## config.mk

```make
export PLATFORM = sky130hd
export DESIGN_NAME = xor_checksum_unit
export DESIGN_NICKNAME = d
export VERILOG_FILES = /design/src/rtl/xor_checksum_unit.sv
export SDC_FILE = /design/constraint.sdc
export NUM_CORES = 1
export LEC_CHECK = 0
export CORE_MARGIN = 4
export CORE_UTILIZATION = 41
export DETAILED_ROUTE_END_ITERATION = 16
export GPL_TIMING_DRIVEN = 0
export PLACE_DENSITY_LB_ADDON = 0.08
export RECOVER_POWER = 25
export SLEW_MARGIN = 30
export SYNTH_ARGS = -nofsm -noshare
export SYNTH_HDL_FRONTEND = slang
export SYNTH_SLANG_ARGS = --single-unit
export TNS_END_PERCENT = 30
```

## constraint.sdc

```tcl
create_clock -name clk -period 1.4 [get_ports clk]
set_clock_uncertainty 0.15 [all_clocks]
set_input_delay 0.42 -clock clk [delete_from_list [all_inputs] [get_ports clk]]
set_output_delay 0.42 -clock clk [all_outputs]
set_load 0.1 [all_outputs]
```

## src/rtl/xor_checksum_unit.sv

```systemverilog
// Streaming XOR checksum engine: folds a frame of words into a running XOR
// and presents checksum, parity, word count and overflow on a held output
// handshake until the consumer takes it.

module xor_gate #(
   parameter int unsigned WIDTH = 16
) (
   input  logic [WIDTH-1:0] a,
   input  logic [WIDTH-1:0] b,
   output logic [WIDTH-1:0] y
);

   // Bitwise XOR primitive.
   assign y = a ^ b;

endmodule

module xor_checksum_unit #(
   parameter int unsigned  WIDTH   = 16,
   parameter int unsigned  MAX_LEN = 256,
   localparam int unsigned LEN_W   = $clog2(MAX_LEN + 1)
) (
   input  logic             clk,
   input  logic             reset,
   input  logic             in_valid,
   output logic             in_ready,
   input  logic [WIDTH-1:0] in_data,
   input  logic             in_last,
   output logic             out_valid,
   input  logic             out_ready,
   output logic [WIDTH-1:0] out_sum,
   output logic             out_parity,
   output logic [LEN_W-1:0] out_count,
   output logic             out_overflow
);

   typedef enum logic {
      ACCUM = 1'b0,
      DONE  = 1'b1
   } state_t;

   state_t             state, state_nxt;
   logic [WIDTH-1:0]   acc, acc_nxt;
   logic [WIDTH-1:0]   acc_fold;
   logic [LEN_W-1:0]   count, count_nxt;
   logic               ovf, ovf_nxt;
   logic               par, par_nxt;

   // Candidate accumulator value if the current input word is accepted.
   xor_gate #(.WIDTH(WIDTH)) u_fold (
      .a (acc),
      .b (in_data),
      .y (acc_fold)
   );

   // State and result registers; reset discards any frame in progress.
   always_ff @(posedge clk or posedge reset) begin
      if (reset) begin
         state <= ACCUM;
         acc   <= '0;
         count <= '0;
         ovf   <= 1'b0;
         par   <= 1'b0;
      end else begin
         state <= state_nxt;
         acc   <= acc_nxt;
         count <= count_nxt;
         ovf   <= ovf_nxt;
         par   <= par_nxt;
      end
   end

   // Next-state: fold accepted words in ACCUM, hold in DONE until taken.
   always_comb begin
      state_nxt = state;
      acc_nxt   = acc;
      count_nxt = count;
      ovf_nxt   = ovf;
      par_nxt   = par;
      case (state)
         ACCUM: begin
            if (in_valid) begin
               acc_nxt = acc_fold;
               par_nxt = ^acc_fold;
               // Counter saturates; words past the limit still fold into acc.
               if (count < LEN_W'(MAX_LEN)) begin
                  count_nxt = count + LEN_W'(1);
               end else begin
                  ovf_nxt = 1'b1;
               end
               if (in_last) begin
                  state_nxt = DONE;
               end
            end
         end
         DONE: begin
            if (out_ready) begin
               state_nxt = ACCUM;
               acc_nxt   = '0;
               count_nxt = '0;
               ovf_nxt   = 1'b0;
               par_nxt   = 1'b0;
            end
         end
         default: begin
            state_nxt = ACCUM;
         end
      endcase
   end

   // Handshake strobes decode straight from the state register.
   assign in_ready     = (state == ACCUM);
   assign out_valid    = (state == DONE);
   assign out_sum      = acc;
   assign out_parity   = par;
   assign out_count    = count;
   assign out_overflow = ovf;

endmodule
```

# Yosys cells after proc, flatten, opt, wreduce, memory -nomap -nowiden
# Cells that the tools add are included.
[classes] reduce_logical=4 n_eq_ne=4 n_bitwise=2 n_addsub=1 n_lt_le_gt_ge=1 mux=17
[ops] op="16-bit two-way mux" count=2
[ops] op="16-bit case mux with 2 select lines" count=1
[ops] op="9-bit two-way mux" count=3
[ops] op="9-bit case mux with 2 select lines" count=1
[ops] op="16-bit XOR reduction" count=1
[ops] op="16-bit bitwise XOR" count=1
[ops] op="9-bit by 1-bit adder with 9-bit output (second input constant)" count=1
[ops] op="9-bit < comparator (second input constant)" count=1
[ops] op="1-bit two-way mux" count=7
[ops] op="2-bit != test (second input constant)" count=3
[ops] op="1-bit case mux with 2 select lines" count=3
[ops] op="3-bit AND reduction" count=2
[ops] op="2-bit by 1-bit != test with 1-bit output (second input constant)" count=1
[ops] op="2-bit AND reduction" count=1
[ops] op="1-bit inverter" count=1
[totals] elab_cells=34 regBits=28 in_bits=21 out_inout_bits=29

# Depth between registers and ports, before layout
[logic_depth] ltp_word=4 ltp_mapped=6 ltp_nobuf=6

# Modules after synthesis
# A second synthesis with hierarchy kept.
[unflattened] cells_unflattened=123 area_unflattened_um2=1400.1
[modules_own_cells] mod="xor_checksum_unit" n_inst=1 area_per_inst_um2=1260.0 seq_area_each_um2=700.7 cells_per_inst=107
[modules_own_cells] mod="xor_gate" n_inst=1 area_per_inst_um2=140.1 seq_area_each_um2=0.0 cells_per_inst=16

# Worst setup path after synthesis
# Ideal clock, no wire load.
[synth_timing] kind="register -> register" start="reg state (netlist: out_valid)" end="reg count[7] (netlist: out_count[7])" path_slack_ps=-1163 path_stages_with_launch=7 n_path_buf=0 synth_period_minus_slack_ps=2563 setup_time_ps=78 t_arrival_ps=2335 required_ps=1172 cell_sequence="dfrtp_1 -> inv_2 -> nand2_4 -> nor2_8 -> o2111ai_2 -> or3_1 -> a21oi_1"
[synth_via] elab_chain_cells=3 word_cells_on_any_way=6 classes_between="eq/ne: 3; mux: 1; bitwise: 1; reduce/logical: 1"
[synth_rtl] item="start: declaration" line="42" text="state_t state, state_nxt;"
[synth_rtl] item="start signal: assignment" line="65" text="state <= state_nxt;"
[synth_rtl] item="1-bit inverter (*)"
[synth_rtl] item="net in_ready" line="26" text="output logic in_ready,"
[synth_rtl] item="2-bit by 1-bit != test with 1-bit output (no source line) / 2-bit != test (equally long branches)"
[synth_rtl] item="3-bit AND reduction (no source line)"
[synth_rtl] item="end signal: assignment" line="67" text="count <= count_nxt;"
[synth_rtl] item="end: declaration" line="45" text="logic [LEN_W-1:0] count, count_nxt;"
# Mark *: on every way through the listed nets, which the timed path passes. The rest lies on a longest branch.
# A chain may end at the register's enable or synchronous reset.

# Worst setup path in the final report
[layout_timing] start="reg state (netlist: out_valid)" end="reg count[3] (netlist: out_count[3])"
[layout_via] elab_chain_cells=3 word_cells_on_any_way=6 classes_between="eq/ne: 3; mux: 1; bitwise: 1; reduce/logical: 1"
[layout_rtl] item="1-bit inverter"
[layout_rtl] item="2-bit by 1-bit != test with 1-bit output (no source line) / 2-bit != test (equally long branches)"
[layout_rtl] item="3-bit AND reduction (no source line)"
# Parallel ways exist; a longest one is shown, timed or not.

==> results by group <==
Routing
  • Drt drc: 0
  • DRT antenna net count: 0
  • Vias per Instance: 4.903
  • Detailed Route WL: 4.084 mm
  • Wire per inst: 14.13 um
  • Detailed-route via count: 1,417
  • Drt pass-1 iters: 4
  • DR iter-0 viols: 58

Global route
  • Total gr overflow: 0
  • Largest net degree at the start of global routing: 29
  • Initial antenna violation count: 0
  • Vias in the first global route: 1,528
  • Gr usage total: 17.21%
  • First-pass GRT wire length: ~6.8 mm

Logic synthesis
  • Async set-reset flop share out of synthesis: 100.0%
  • Distinct cell type count after synthesis: 27
  • Top cells by count, synth: o21ai_0 (36), dfrtp_1 (28), xnor2_1 (27)
  • Yosys reg bits: 28
  • Most common cell in the netlist: o21ai_0
  • YS warnings: 0
  • Mapped Cells: about 170
  • Mapped Area: 1544 um^2
  • Post-synth top area cell: dfrtp_1
  • Mapped Nets: 194
  • Post-synth top area share: between 40% and 50%
  • Avg Inst Size Synth: roughly 9 um^2
  • Post-synth EDFFs: 0
  • Ys flop type: dfrtp_1
  • Top cells by area, synth: dfrtp_1 (45%), xnor2_1 (15%), o21ai_0 (12%)
  • Sequential element share of the synthesized area: 45.38%

Timing
  • Final worst slack: -298.6 ps
  • Slew Viols, Final: 0
  • Hold slack: between 200 and 250 ps
  • Worst-margin pin slew: 598.7 ps
  • # setup viols final: 57
  • Unrepaired setup endpoints after global routing: true
  • Min Tclk post-route: 1699 ps
  • Max_slew headroom: about three fifths
  • Fmax: ~590 MHz
  • Final hold violation count: 0
  • Final period util: 121.3%
  • Setup TNS: -8782 ps

Finish
  • Multi-input gate area: 919.6 um^2
  • Layout area overhead: 80.23%
  • Final nets: 265
  • Register area: 774.5 um^2
  • Filler Cell Count: 242
  • Layout cells sized above 1: ~42%
  • Antenna cell count: 0

Clocking
  • H-tree depth: 1
  • TritonCTS buffer count: 3
  • Worst-path clk slew: 90 ps
  • Clock buffer depth: 2
  • CTS Hold Bufs: 0
  • Clk sinks: 28
  • CTS tree: built
  • Worst skew pair latency: 270 ps
  • Clk root buf: clkbuf_8

Power and ir drop
  • Clk network pwr share: 8.9%
  • Int Power: 2.554 mW
  • Switch share: 48.34%
  • Combinational Power Share: roughly 64%
  • Leak: 1.151 nW
  • Flop pwr share: a little over a quarter
  • PwrDens: between 1500 and 2000 nW/um^2
  • Maximum vdd drop: 1331 uV
  • Switch Pwr: 2.389 mW

Run status
  • Outcome: finished with violations
  • Failing checks: negative setup slack

Worst setup path
  • Critical path capture point type: flip-flop
  • Crit path required time: 1420 ps
  • Critical Path Start Type: flip-flop
  • CP arrival: about 1700 ps
  • CP Max Fanout: 4
  • Worst stage delay on the critical path: 550 ps
  • CP cell instances: buf_6, and2_4, o2111ai_4, buf_6, xor2_1, nor2_1
  • CP Class: reg -> reg
  • Top cell by count, worst path: buf_6
  • Worst r2r path cells: 6
  • Slowest cell on crit path: dfrtp_4

Die
  • Chip height: 69.37 um
  • Row Count: 22
  • CORE AREA: 3661 um^2
  • I/O pins: 50
  • Chip width: 69.37 um
  • Die ar.: 4812 um^2
  • Initial Util: 42.17%

Place
  • Port Buf Inserts: between 40 and 50
  • GPL Wtd Cong: around 0.75
  • DP Worst Slack: -894.7 ps
  • DP HPWL: 2.725 mm

Worst hold path
  • Number of cells on the worst hold path: 2
  • HP Class: in -> reg

Job
  • Max Cap Viol: 0
[power groups by stage]
stage	Sequential [mW]	Clock [mW]	Combinational, mW
detailed placement	1.27	0	2.61
floorplan	2.42	0	0.900
global route	1.36	0.493	3.32
CTS	1.30	0.451	2.95
global placement	1.26	0	2.59
finish	1.34	0.441	3.17
[layout make-up]
| class | count | share of cell area, % |
|---|---|---|
| Tap cell | 48 | 2.158 |
| Timing Repair Buffer | 66 | 32.46 |
| Sequential cell | 28 | 27.83 |
| Buffer | 5 | 2.293 |
| Multi-Input combinational cell | 137 | 33.05 |
| Clock buffer | 3 | 1.484 |
| Inverter | 2 | 0.7194 |
[through the flow]
stage / utilization [%] / std cells / total power, mW / cell area (um^2)
after global routing: 76.01 / 289 / 5.177 / 2783
final: 76.01 / 289 / 4.943 / 2783
after detailed placement: 60.77 / 269 / 3.883 / 2225
after floorplan: - / 172 / 3.318 / 1674
after global placement: 60.77 / 269 / 3.847 / 2225
after CTS: 69.58 / 282 / 4.704 / 2547
[cells in the final DEF (no fill, tap or decap), drive strengths merged]
| cell type | instances |
|---|---|
| dlygate4sd3 | 1 |
| nand4 | 2 |
| and2 | 1 |
| clkdlybuf4s50 | 1 |
| ha | 1 |
| clkbuf | 4 |
| nor2b | 1 |
| xnor2 | 27 |
| inv | 2 |
| nand3 | 1 |
| a21oi | 3 |
| mux2 | 1 |
| dlygate4sd2 | 17 |
| xor2 | 8 |
| nand2b | 1 |
| or3 | 2 |
| nand2 | 23 |
| and3 | 1 |
| buf | 50 |
| dlymetal6s2s | 1 |
| nor3 | 1 |
| dfrtp | 28 |
| o2111ai | 1 |
| nor2 | 26 |
| o21ai | 37 |
[per-layer routing]
| layer | routed length (um) | vias up | track usage (%) |
|---|---|---|---|
| met5 | 0 | - | 0 |
| met4 | 59 | 0 | 6.725 |
| met3 | 195 | 6 | 3.478 |
| met2 | 2041 | 35 | 29.56 |
| met1 | 1787 | 671 | 21.04 |
| li1 | - | 705 | - |
[timing repair]
action,4_1_cts,5_1_grt
cloned,0,0
pin swaps,20,14
endpoints found under the hold margin,0,0
gates resized for setup,269,56
buffers inserted,10,7
setup endpoints to repair,57,57
[cells by family (layout without fill, tap and decap cells)]
logic type / count (synthesis) / after routing / synth area share, %
DFF: 28 / 28 / 45.38
AOI/OAI and AO/OA: 41 / 41 / 13.94
muxes: 1 / 1 / 0.7293
buffers and inverters: 7 / 76 / 1.782
xor gates and xnor gates: 35 / 35 / 19.85
adders and majority gates: 1 / 1 / 0.8102
and+or+nand+nor: 59 / 59 / 17.50
[flip-flops by register name, summed over array words and instances, names as in the netlist]
register      count
out_valid         1
out_overflow      1
out_count         9
out_sum          16
out_parity        1
[critical path: cells and delay by family (launching register included)]
kind | cells | cell delay [ps]
xor+xnor | 1 | 140
buf+inv | 2 | 290
flops | 1 | 550
compound gates | 1 | 240
simple gates | 2 | 230
[final timing paths]
| path | from | slack (ps) | endpoint |
|---|---|---|---|
| setup / recovery | out_valid$_DFF_PP0_ | -300 | out_count[3]$_DFFE_PP0P_ |
| hold / removal | out_ready | 200 | out_valid$_DFF_PP0_ |
| setup reg to reg | out_valid$_DFF_PP0_ | -300 | out_count[3]$_DFFE_PP0P_ |
| hold reg to reg | out_sum[0]$_DFFE_PP0P_ | 400 | out_sum[0]$_DFFE_PP0P_ |
| max in group asynchronous | reset | 140 | out_sum[1]$_DFFE_PP0P_ |
| min in group asynchronous | reset | 520 | out_sum[6]$_DFFE_PP0P_ |
(Power assumes the default switching activity.)
